## src/rtl/led_pattern_gen.sv

```systemverilog
// Multi-channel LED pattern generator: each channel is OFF/ON/BLINK/PWM, paced by a shared
// prescaler tick and configured one channel at a time through a valid/ready port.
module led_pattern_gen #(
   parameter int unsigned NUM_CH    = 4,
   parameter int unsigned PRESC_DIV = 100000,
   parameter int unsigned PER_W     = 10,
   // one spare code above the channel range so that out-of-range targets can be flagged
   localparam int unsigned CH_W     = $clog2(NUM_CH + 1)
) (
   input  logic              clk,
   input  logic              rst_n,
   input  logic              enable,
   input  logic              cfg_valid,
   output logic              cfg_ready,
   input  logic [CH_W-1:0]   cfg_ch,
   input  logic [1:0]        cfg_mode,
   input  logic [PER_W-1:0]  cfg_period,
   input  logic [PER_W-1:0]  cfg_duty,
   output logic              cfg_err,
   output logic              tick,
   output logic [NUM_CH-1:0] led
);

   localparam int unsigned      CNT_W    = (PRESC_DIV > 1) ? $clog2(PRESC_DIV) : 1;
   localparam logic [CNT_W-1:0] CNT_LAST = CNT_W'(PRESC_DIV - 1);

   localparam logic [1:0] MODE_OFF   = 2'b00;
   localparam logic [1:0] MODE_ON    = 2'b01;
   localparam logic [1:0] MODE_BLINK = 2'b10;
   localparam logic [1:0] MODE_PWM   = 2'b11;

   typedef enum logic {
      S_IDLE  = 1'b0,
      S_APPLY = 1'b1
   } state_t;

   state_t            state_q, state_d;
   logic              do_accept, do_apply;
   logic [CH_W-1:0]   hold_ch;
   logic [1:0]        hold_mode;
   logic [PER_W-1:0]  hold_period, hold_duty;
   logic [CNT_W-1:0]  presc_q;
   logic [1:0]        mode_q   [NUM_CH];
   logic [PER_W-1:0]  period_q [NUM_CH];
   logic [PER_W-1:0]  duty_q   [NUM_CH];
   logic [PER_W-1:0]  phase_q  [NUM_CH];
   logic [NUM_CH-1:0] blink_q;
   logic [NUM_CH-1:0] led_c;

   // Prescaler: tick is registered, so it is high the cycle after the count hits its last value
   always_ff @(posedge clk or negedge rst_n) begin
      if (!rst_n) begin
         presc_q <= '0;
         tick    <= 1'b0;
      end else if (enable) begin
         presc_q <= (presc_q == CNT_LAST) ? '0 : presc_q + CNT_W'(1);
         tick    <= (presc_q == CNT_LAST);
      end else begin
         tick    <= 1'b0;
      end
   end

   always_ff @(posedge clk or negedge rst_n) begin
      if (!rst_n) state_q <= S_IDLE;
      else        state_q <= state_d;
   end

   // Config FSM: accept in IDLE, commit to the channel registers in APPLY
   always_comb begin
      state_d   = state_q;
      do_accept = 1'b0;
      do_apply  = 1'b0;
      case (state_q)
         S_IDLE: begin
            if (cfg_valid && cfg_ready) begin
               do_accept = 1'b1;
               state_d   = S_APPLY;
            end
         end
         S_APPLY: begin
            do_apply = 1'b1;
            state_d  = S_IDLE;
         end
      endcase
   end

   always_ff @(posedge clk or negedge rst_n) begin
      if (!rst_n) begin
         cfg_ready   <= 1'b1;
         cfg_err     <= 1'b0;
         hold_ch     <= '0;
         hold_mode   <= MODE_OFF;
         hold_period <= '0;
         hold_duty   <= '0;
      end else begin
         cfg_ready <= (state_d == S_IDLE);
         cfg_err   <= do_apply && (hold_ch >= CH_W'(NUM_CH));
         if (do_accept) begin
            hold_ch     <= cfg_ch;
            hold_mode   <= cfg_mode;
            hold_period <= cfg_period;
            hold_duty   <= cfg_duty;
         end
      end
   end

   // Channel state: a config write takes priority over a same-cycle tick
   always_ff @(posedge clk or negedge rst_n) begin
      if (!rst_n) begin
         for (int i = 0; i < NUM_CH; i++) begin
            mode_q[i]   <= MODE_OFF;
            period_q[i] <= '0;
            duty_q[i]   <= '0;
            phase_q[i]  <= '0;
         end
         blink_q <= '0;
      end else begin
         for (int i = 0; i < NUM_CH; i++) begin
            if (do_apply && (hold_ch == CH_W'(i))) begin
               mode_q[i]   <= hold_mode;
               period_q[i] <= hold_period;
               duty_q[i]   <= hold_duty;
               phase_q[i]  <= '0;
               blink_q[i]  <= 1'b0;
            end else if (enable && tick && (period_q[i] != '0)) begin
               if (phase_q[i] >= period_q[i] - PER_W'(1)) begin
                  phase_q[i] <= '0;
                  blink_q[i] <= ~blink_q[i];
               end else begin
                  phase_q[i] <= phase_q[i] + PER_W'(1);
               end
            end
         end
      end
   end

   always_comb begin
      led_c = '0;
      for (int i = 0; i < NUM_CH; i++) begin
         case (mode_q[i])
            MODE_OFF:   led_c[i] = 1'b0;
            MODE_ON:    led_c[i] = 1'b1;
            MODE_BLINK: led_c[i] = (period_q[i] != '0) && blink_q[i];
            MODE_PWM:   led_c[i] = (period_q[i] != '0) && (phase_q[i] < duty_q[i]);
         endcase
      end
   end

   always_ff @(posedge clk or negedge rst_n) begin
      if (!rst_n) led <= '0;
      else        led <= enable ? led_c : '0;
   end

endmodule
```

## config.mk

```make
export PLATFORM = sky130hd
export DESIGN_NAME = led_pattern_gen
export DESIGN_NICKNAME = d
export VERILOG_FILES = /design/src/rtl/led_pattern_gen.sv
export SDC_FILE = /design/constraint.sdc
export NUM_CORES = 1
export LEC_CHECK = 0
export CORE_AREA = 2 2 126 159
export CTS_CLUSTER_SIZE = 10
export DETAILED_ROUTE_END_ITERATION = 7
export DIE_AREA = 0 0 128 161
export PLACE_DENSITY = 0.66
export SYNTH_ARGS = -nofsm -noshare
export SYNTH_HDL_FRONTEND = slang
export SYNTH_SLANG_ARGS = --single-unit
```

## constraint.sdc

```tcl
create_clock -name clk -period 3.6 [get_ports clk]
set_input_delay 0.54 -clock clk [delete_from_list [all_inputs] [get_ports clk]]
set_output_delay 0.54 -clock clk [all_outputs]
set_load 0.02 [all_outputs]
```

==> results of run 1 <==
registers in the layout, summed over array words and instances (netlist names):
| signal | flops |
|---|---|
| duty_q | 40 |
| cfg_ready | 1 |
| led | 4 |
| state_q | 1 |
| mode_q | 8 |
| hold_mode | 2 |
| tick | 1 |
| hold_period | 10 |
| hold_duty | 10 |
| cfg_err | 1 |
| phase_q | 40 |
| hold_ch | 3 |
| blink_q | 4 |
| presc_q | 17 |
| period_q | 40 |
per-stage QoR:
| step | setup slack [ns] | cell area [sq um] | cells |
|---|---|---|---|
| 3_3_place_gp | 0.7712 | 10570 | 1296 |
| 5_1_grt | 0.4642 | 11170 | 1328 |
| 6_report | 0.6935 | 11170 | 1328 |
| 3_5_place_dp | 0.6865 | 10570 | 1296 |
| 2_1_floorplan | 1.096 | 9971 | 1043 |
| 4_1_cts | 0.6576 | 11170 | 1328 |
cell usage in the layout (no fill, tap or decap), drive strengths merged, types with 28 or more instances in the layout:
master         Yosys  routed
nor2              55      55
inv               57      59
dfrtp            181     181
xnor2             41      41
nand3             28      28
clkdlybuf4s50      0      34
nand2            241     241
o21ai             84      84
a21oi             43      43
ha                85      85
cell usage after synthesis, types with 2 or more instances:
| cell type | number | share of area |
|---|---|---|
| a2111oi_0 | 2 | 0.0018 |
| nor3b_2 | 2 | 0.0025 |
| nor2_1 | 54 | 0.020 |
| buf_4 | 3 | 0.0023 |
| nand4_1 | 12 | 0.0075 |
| nor2b_1 | 3 | 0.0019 |
| ha_1 | 85 | 0.11 |
| nand2b_1 | 13 | 0.0082 |
| nor3b_1 | 3 | 0.0023 |
| mux2i_1 | 3 | 0.0030 |
| and4_1 | 6 | 0.0053 |
| a21oi_2 | 2 | 0.0018 |
| dfrtp_1 | 181 | 0.45 |
| nor4_4 | 3 | 0.0064 |
| o2111ai_1 | 3 | 0.0026 |
| clkbuf_1 | 14 | 0.0053 |
| nor3_2 | 5 | 0.0050 |
| and3_1 | 9 | 0.0056 |
| nand3_1 | 28 | 0.014 |
| o21ai_1 | 4 | 0.0020 |
| buf_6 | 2 | 0.0023 |
| inv_1 | 57 | 0.021 |
| a211oi_1 | 12 | 0.0090 |
| nand3b_1 | 4 | 0.0030 |
| o2bb2ai_1 | 2 | 0.0018 |
| a21oi_1 | 39 | 0.020 |
| a21oi_4 | 2 | 0.0033 |
| nor4_1 | 6 | 0.0038 |
| xor2_1 | 26 | 0.023 |
| o21ai_0 | 77 | 0.039 |
| buf_2 | 6 | 0.0030 |
| a21o_1 | 7 | 0.0053 |
| or3_1 | 5 | 0.0031 |
| nand2_1 | 241 | 0.091 |
| o21ai_2 | 3 | 0.0026 |
| mux2_2 | 23 | 0.026 |
| nor3_1 | 19 | 0.0095 |
| o211ai_1 | 5 | 0.0038 |
| a22o_1 | 2 | 0.0018 |
| xnor2_1 | 41 | 0.036 |
final timing paths:
kind / slack (ns) / endpoint / start / depth (start not counted)
max in group asynchronous: 2.65 / phase_q[20] / rst_n / 2
max reg2reg: 0.69 / phase_q[29] / period_q[20] / 11
min in group clk: 0.48 / presc_q[4] / presc_q[4] / 1
min reg2reg: 0.48 / presc_q[4] / presc_q[4] / 1
max: 0.69 / phase_q[29] / period_q[20] / 11
min: 0.09 / phase_q[7] / rst_n / 1
layout make-up:
| cell class | count | area (sq um) |
|---|---|---|
| Sequential cell | 182 | 4556 |
| Multi-Input combinational cell | 776 | 5065 |
| Inverter | 58 | 217.7 |
| Clock buffer | 21 | 480.5 |
| Fill cell | 1672 | 7946 |
| Clock inverter | 11 | 121.4 |
| Timing Repair Buffer | 44 | 431.7 |
| Tap cell | 236 | 295.3 |
layer usage:
metal | GRT usage | vias to the layer above | share of wire
met5 | 0 | - | 0
met4 | 0.06543 | 0 | 0.015
met3 | 0.03909 | 27 | 0.034
met2 | 0.3807 | 118 | 0.48
met1 | 0.3247 | 3527 | 0.47
li1 | - | 3641 | -
power by group:
group | internal (mW) | leakage, nW | total, mW | switching, mW
sequential | 2.65 | 2.37 | 3.32 | 0.669
clock | 1.10 | 0.296 | 1.90 | 0.805
combinational | 1.26 | 2.52 | 2.74 | 1.49
total | 5.00 | 5.19 | 7.97 | 2.96
kinds of logic after synthesis:
logic type / after synthesis / share of synthesized area
compound gates: 176 / 0.1143
xor+xnor: 67 / 0.05885
fa+ha+maj: 85 / 0.1067
buf+inv: 85 / 0.03639
flops: 182 / 0.4569
mux: 26 / 0.02899
simple gates: 422 / 0.1979
==> run metrics, run 1 <==
Slew Viols, Final=0; CTS sink cnt=182; top_reg_cell synth=dfrtp_1; Syn Nets=1,157; post-synthesis async set-or-reset flop share=1.000; Fmax=0.3441 GHz; outcome=completed; WL final=22,520 um; worst-case vdd ir drop=400.0 uV; Worst-Margin Slew=1.151 ns; Setup crit end kind=register; Die H=161 um; vias in the first global route=7,089; share of layout cells above drive strength 1=0.08791; delay-heaviest family, CP=compound AO/OA/AOI/OAI gates; hold_ws=0.08823 ns; Slew HR=0.2300; RSZ-0062 raised after global routing=no; clock root buffer master=clkbuf_16; CP Buf/Inv Count=1; Post-synth EDFFs=0; Leak=5.193 nW; CORE AREA=0.01911 sq mm; Layout Utilization=0.5843; vias=7,313; FP Rows=57; power density over the cells=713.3 mW/mm^2; number of I/O pins=36; first-pass GRT wire length=37,230 um; Max Root-Sink Buffers=2; routability-driven placement congestion ratio=0.9137; setup repair bufs after CTS=0; 1st-iter DRT viols=563; Crit path top cell by count=ha_1; yosys warns=0; final hold viol count=0; sequential share of the synthesized area=0.4569; initial antenna violation count=0; IO Port Bufs=35; Seq cells post-synth=182; n_diodes=0; min cycle time layout=2.907 ns; GRT overflow=0; Nets=1,193; area delta synth->final=12.00%; Clk Latency, worst-skew pair=0.43 ns; CP max-delay cell=a21oi_1; total CTS buffers=17; starting density of the core=0.5217; Vias/cell=5.507; DRC=0; post-CTS sizing=0; final clock period utilization by the worst path=0.8074; clock slew at reported path FFs=0.07 ns; Crit path largest cell delay=0.46 ns; TritonRoute pass-1 iters=5; synthesized area=0.009971 sq mm; Power Total=7.966 mW; Mapped Cells=1,043; final setup fails=0; largest net degree at the start of global routing=63; dpl hpwl=16,190 um; # H-tree levels=4; worst path required time=3.92 ns; die area=0.02061 sq mm; max-cap viol count=0; synth unique cells=69; skew final=0.007737 ns; Max FO, Critical Path=9; CP startpoint kind=register; CP Class=register to register; Min-Delay Path Class=input port to async pin; post-route ant nets=0; Total GRT Usage=0.2337; # hold bufs at CTS=0; Setup TNS=0 ns; Mean Syn Cell Area=9.560 sq um; post-DR wirelength/cell=16.96 um; worst path arrival time=3.22 ns; TritonCTS clock tree=done; Die W=128 um; cell breakdown of the critical path=inv_1 -> ha_1 -> nand2_1 -> nor4_1 -> xnor2_1 -> ha_1 -> nand4_1 -> a21oi_1 -> a21oi_2 -> a21o_1 -> a22o_1
Power figures use the tool's default switching activity.
==> run 2, diff against run 1 <==
- PLACE_DENSITY: 0.66 -> 0.69
- clock period: 3.6 -> 2.5 ns (I/O delays scaled with it)
==> run 2 against run 1 <==
The flow now finishes with violations (negative setup slack). Critical path depth up 1. Register-to-register slack worse by 0.75 ns. Design area increased by 8.6%. Die area unchanged. Worst hold slack better by 0.32 ns. Core utilization increased by 5.0 points.
==> run metrics, run 2 (synthesized netlist as in run 1, its figures left out) <==
TritonRoute pass-1 iters=5 (unchanged); Slew HR=0.5524 (+0.3224); final worst slack=-0.05975 ns (-0.7532 ns); Top Registers=duty_q x40, period_q x40, phase_q x40; most common cell after layout, fill and taps aside=nand2_1; CORE AREA=0.01911 sq mm (unchanged); area delta synth->final=21.61%; min cycle time layout=2.560 ns (-0.3468 ns); R2R Path Start=period_q[10]; GRT overflow=0 (unchanged); vias in the first global route=7,557 (+6.6%); dpl hpwl=16,640 um (+2.8%); number of I/O pins=36 (unchanged); Die H=161 um (unchanged); post-DR wirelength/cell=17.25 um (+1.7%); clock root buffer master=clkbuf_16; Fmax=0.3907 GHz (+14%); Min-Delay Path Class=input port to async pin; failing checks=negative setup slack; Layout Utilization=0.6344 (+0.05014); vias=7,717 (+5.5%); Power Total=13.02 mW (+63%); skew final=0.005400 ns (-0.002337 ns); initial antenna violation count=0 (unchanged); IO Port Bufs=35 (unchanged); final setup fails=5 (+5); # fillers=1,540 (-7.9%); DRC=0 (unchanged); post-route ant nets=0 (unchanged); largest net degree at the start of global routing=58 (-7.9%); # H-tree levels=4 (unchanged); starting density of the core=0.5217 (unchanged); n_diodes=0 (unchanged); routability-driven placement congestion ratio=0.8840 (-3.3%); final clock period utilization by the worst path=1.024 (+0.2165); Worst Reg-to-Reg Cells=12 (+1); clock slew at reported path FFs=0.07 ns (about the same); CP Class=register to register; worst path required time=2.83 ns (-1.09 ns); Setup crit end kind=register; Vias/cell=5.536 (+0.53%); die area=0.02061 sq mm (unchanged); max-cap viol count=0 (unchanged); first-pass GRT wire length=37,930 um (+1.9%); share of layout cells above drive strength 1=0.2073 (+0.1193); outcome=finished, violations left; Die W=128 um (unchanged); Final Cell Area=0.01213 sq mm (+8.6%); final hold viol count=0 (unchanged); worst-case vdd ir drop=598.1 uV (+50%); CTS sink cnt=182 (unchanged); Leak=5.596 nW (+7.8%); total CTS buffers=17 (unchanged); CP startpoint kind=register; 1st-iter DRT viols=457 (-19%); Slew Viols, Final=0 (unchanged); power density over the cells=1074 mW/mm^2 (+51%); flop2flop setup slack=-0.06 ns (-0.75 ns); Setup TNS=-0.08827 ns (-0.08827 ns); Worst-Margin Slew=0.6714 ns (-0.4799 ns); WL final=24,040 um (+6.8%); crit path from=period_q[10]; Max Root-Sink Buffers=2 (unchanged); worst path arrival time=2.89 ns (-0.33 ns); Max FO, Critical Path=8 (-1); Clk Latency, worst-skew pair=0.44 ns (about the same); footprint of the multi-input gates=0.005508 sq mm (+8.7%); post-place setup slack=-0.08114 ns (-0.7676 ns); RSZ-0062 raised after global routing=yes; Total GRT Usage=0.2371 (+0.003383); Reg area=0.004558 sq mm (about the same); Nets=1,259 (+5.5%); Area after DPL=0.01099 sq mm (+4.0%); TritonCTS clock tree=done; reg2reg end=phase_q[18]; FP Rows=57 (unchanged); commonest non-fill, non-tap cells in the layout=nand2_1, dfrtp_1, ha_1, o21ai_0, buf_4
## run 2: cell types whose count changed in the layout (fill, tap and decap cells not counted), moves of 9 or more
cell	change
a21oi_1	-16
a21oi_2	+16
buf_4	+56
nand2_1	-9
o21ai_0	-13
o21ai_1	+9
## run 2: repair_timing
item,4_1_cts,5_1_grt
setup endpoints to repair,31,43
gates cloned,0,1
setup buffers,5,7
pin swaps,9,43
hold buffers,1,0
gates resized for setup,19,99
endpoints found under the hold margin,42,0
## run 2: worst max-delay path, cell delays in order (launching register included)
cell      delay [ns]
dfrtp_1         0.39
buf_4           0.15
nor3_4          0.20
buf_6           0.14
nand2_2         0.08
buf_4           0.16
xor2_1          0.14
ha_1            0.32
nand4_1         0.10
o211ai_1        0.27
buf_4           0.22
o21ai_0         0.08
a21o_1          0.21
## run 2: layout make-up
type / instances / share of cell area
Clock buffer: 19 / 0.03653
Clock inverter: 13 / 0.01083
Inverter: 58 / 0.01795
Multi-Input combinational cell: 776 / 0.4542
Sequential cell: 182 / 0.3759
Tap cell: 236 / 0.02435
Timing Repair Buffer: 110 / 0.08018
## run 2: how the worst max path moves through the flow
| stage | to | depth (start not counted) |
|---|---|---|
| after floorplan | blink_q[0] | 11 |
| after global placement | blink_q[0] | 11 |
| after detailed placement | phase_q[10] | 13 |
| after CTS | phase_q[11] | 13 |
| after global routing | phase_q[18] | 12 |
| final | phase_q[18] | 12 |
## run 2: power breakdown
part | switching, mW | leakage, nW | internal, mW
combinational | 2.81 | 2.95 | 2.80
sequential | 0.950 | 2.37 | 3.82
clock | 1.15 | 0.271 | 1.49
## run 2: metal layers
layer | vias up | GRT usage | wire, um
li1 | 3768 | - | -
met1 | 3756 | 0.3124 | 10480
met2 | 142 | 0.3974 | 11960
met3 | 51 | 0.03478 | 881
met4 | 0 | 0.08941 | 717
met5 | - | 0 | 0
## run 2: stage by stage
step	hold WS [ns]	instances
after CTS	0.4329	1388
after global routing	0.4561	1394
after detailed placement	0.3352	1350
after floorplan	0.07941	1043
final	0.4126	1394
after global placement	0.3311	1350
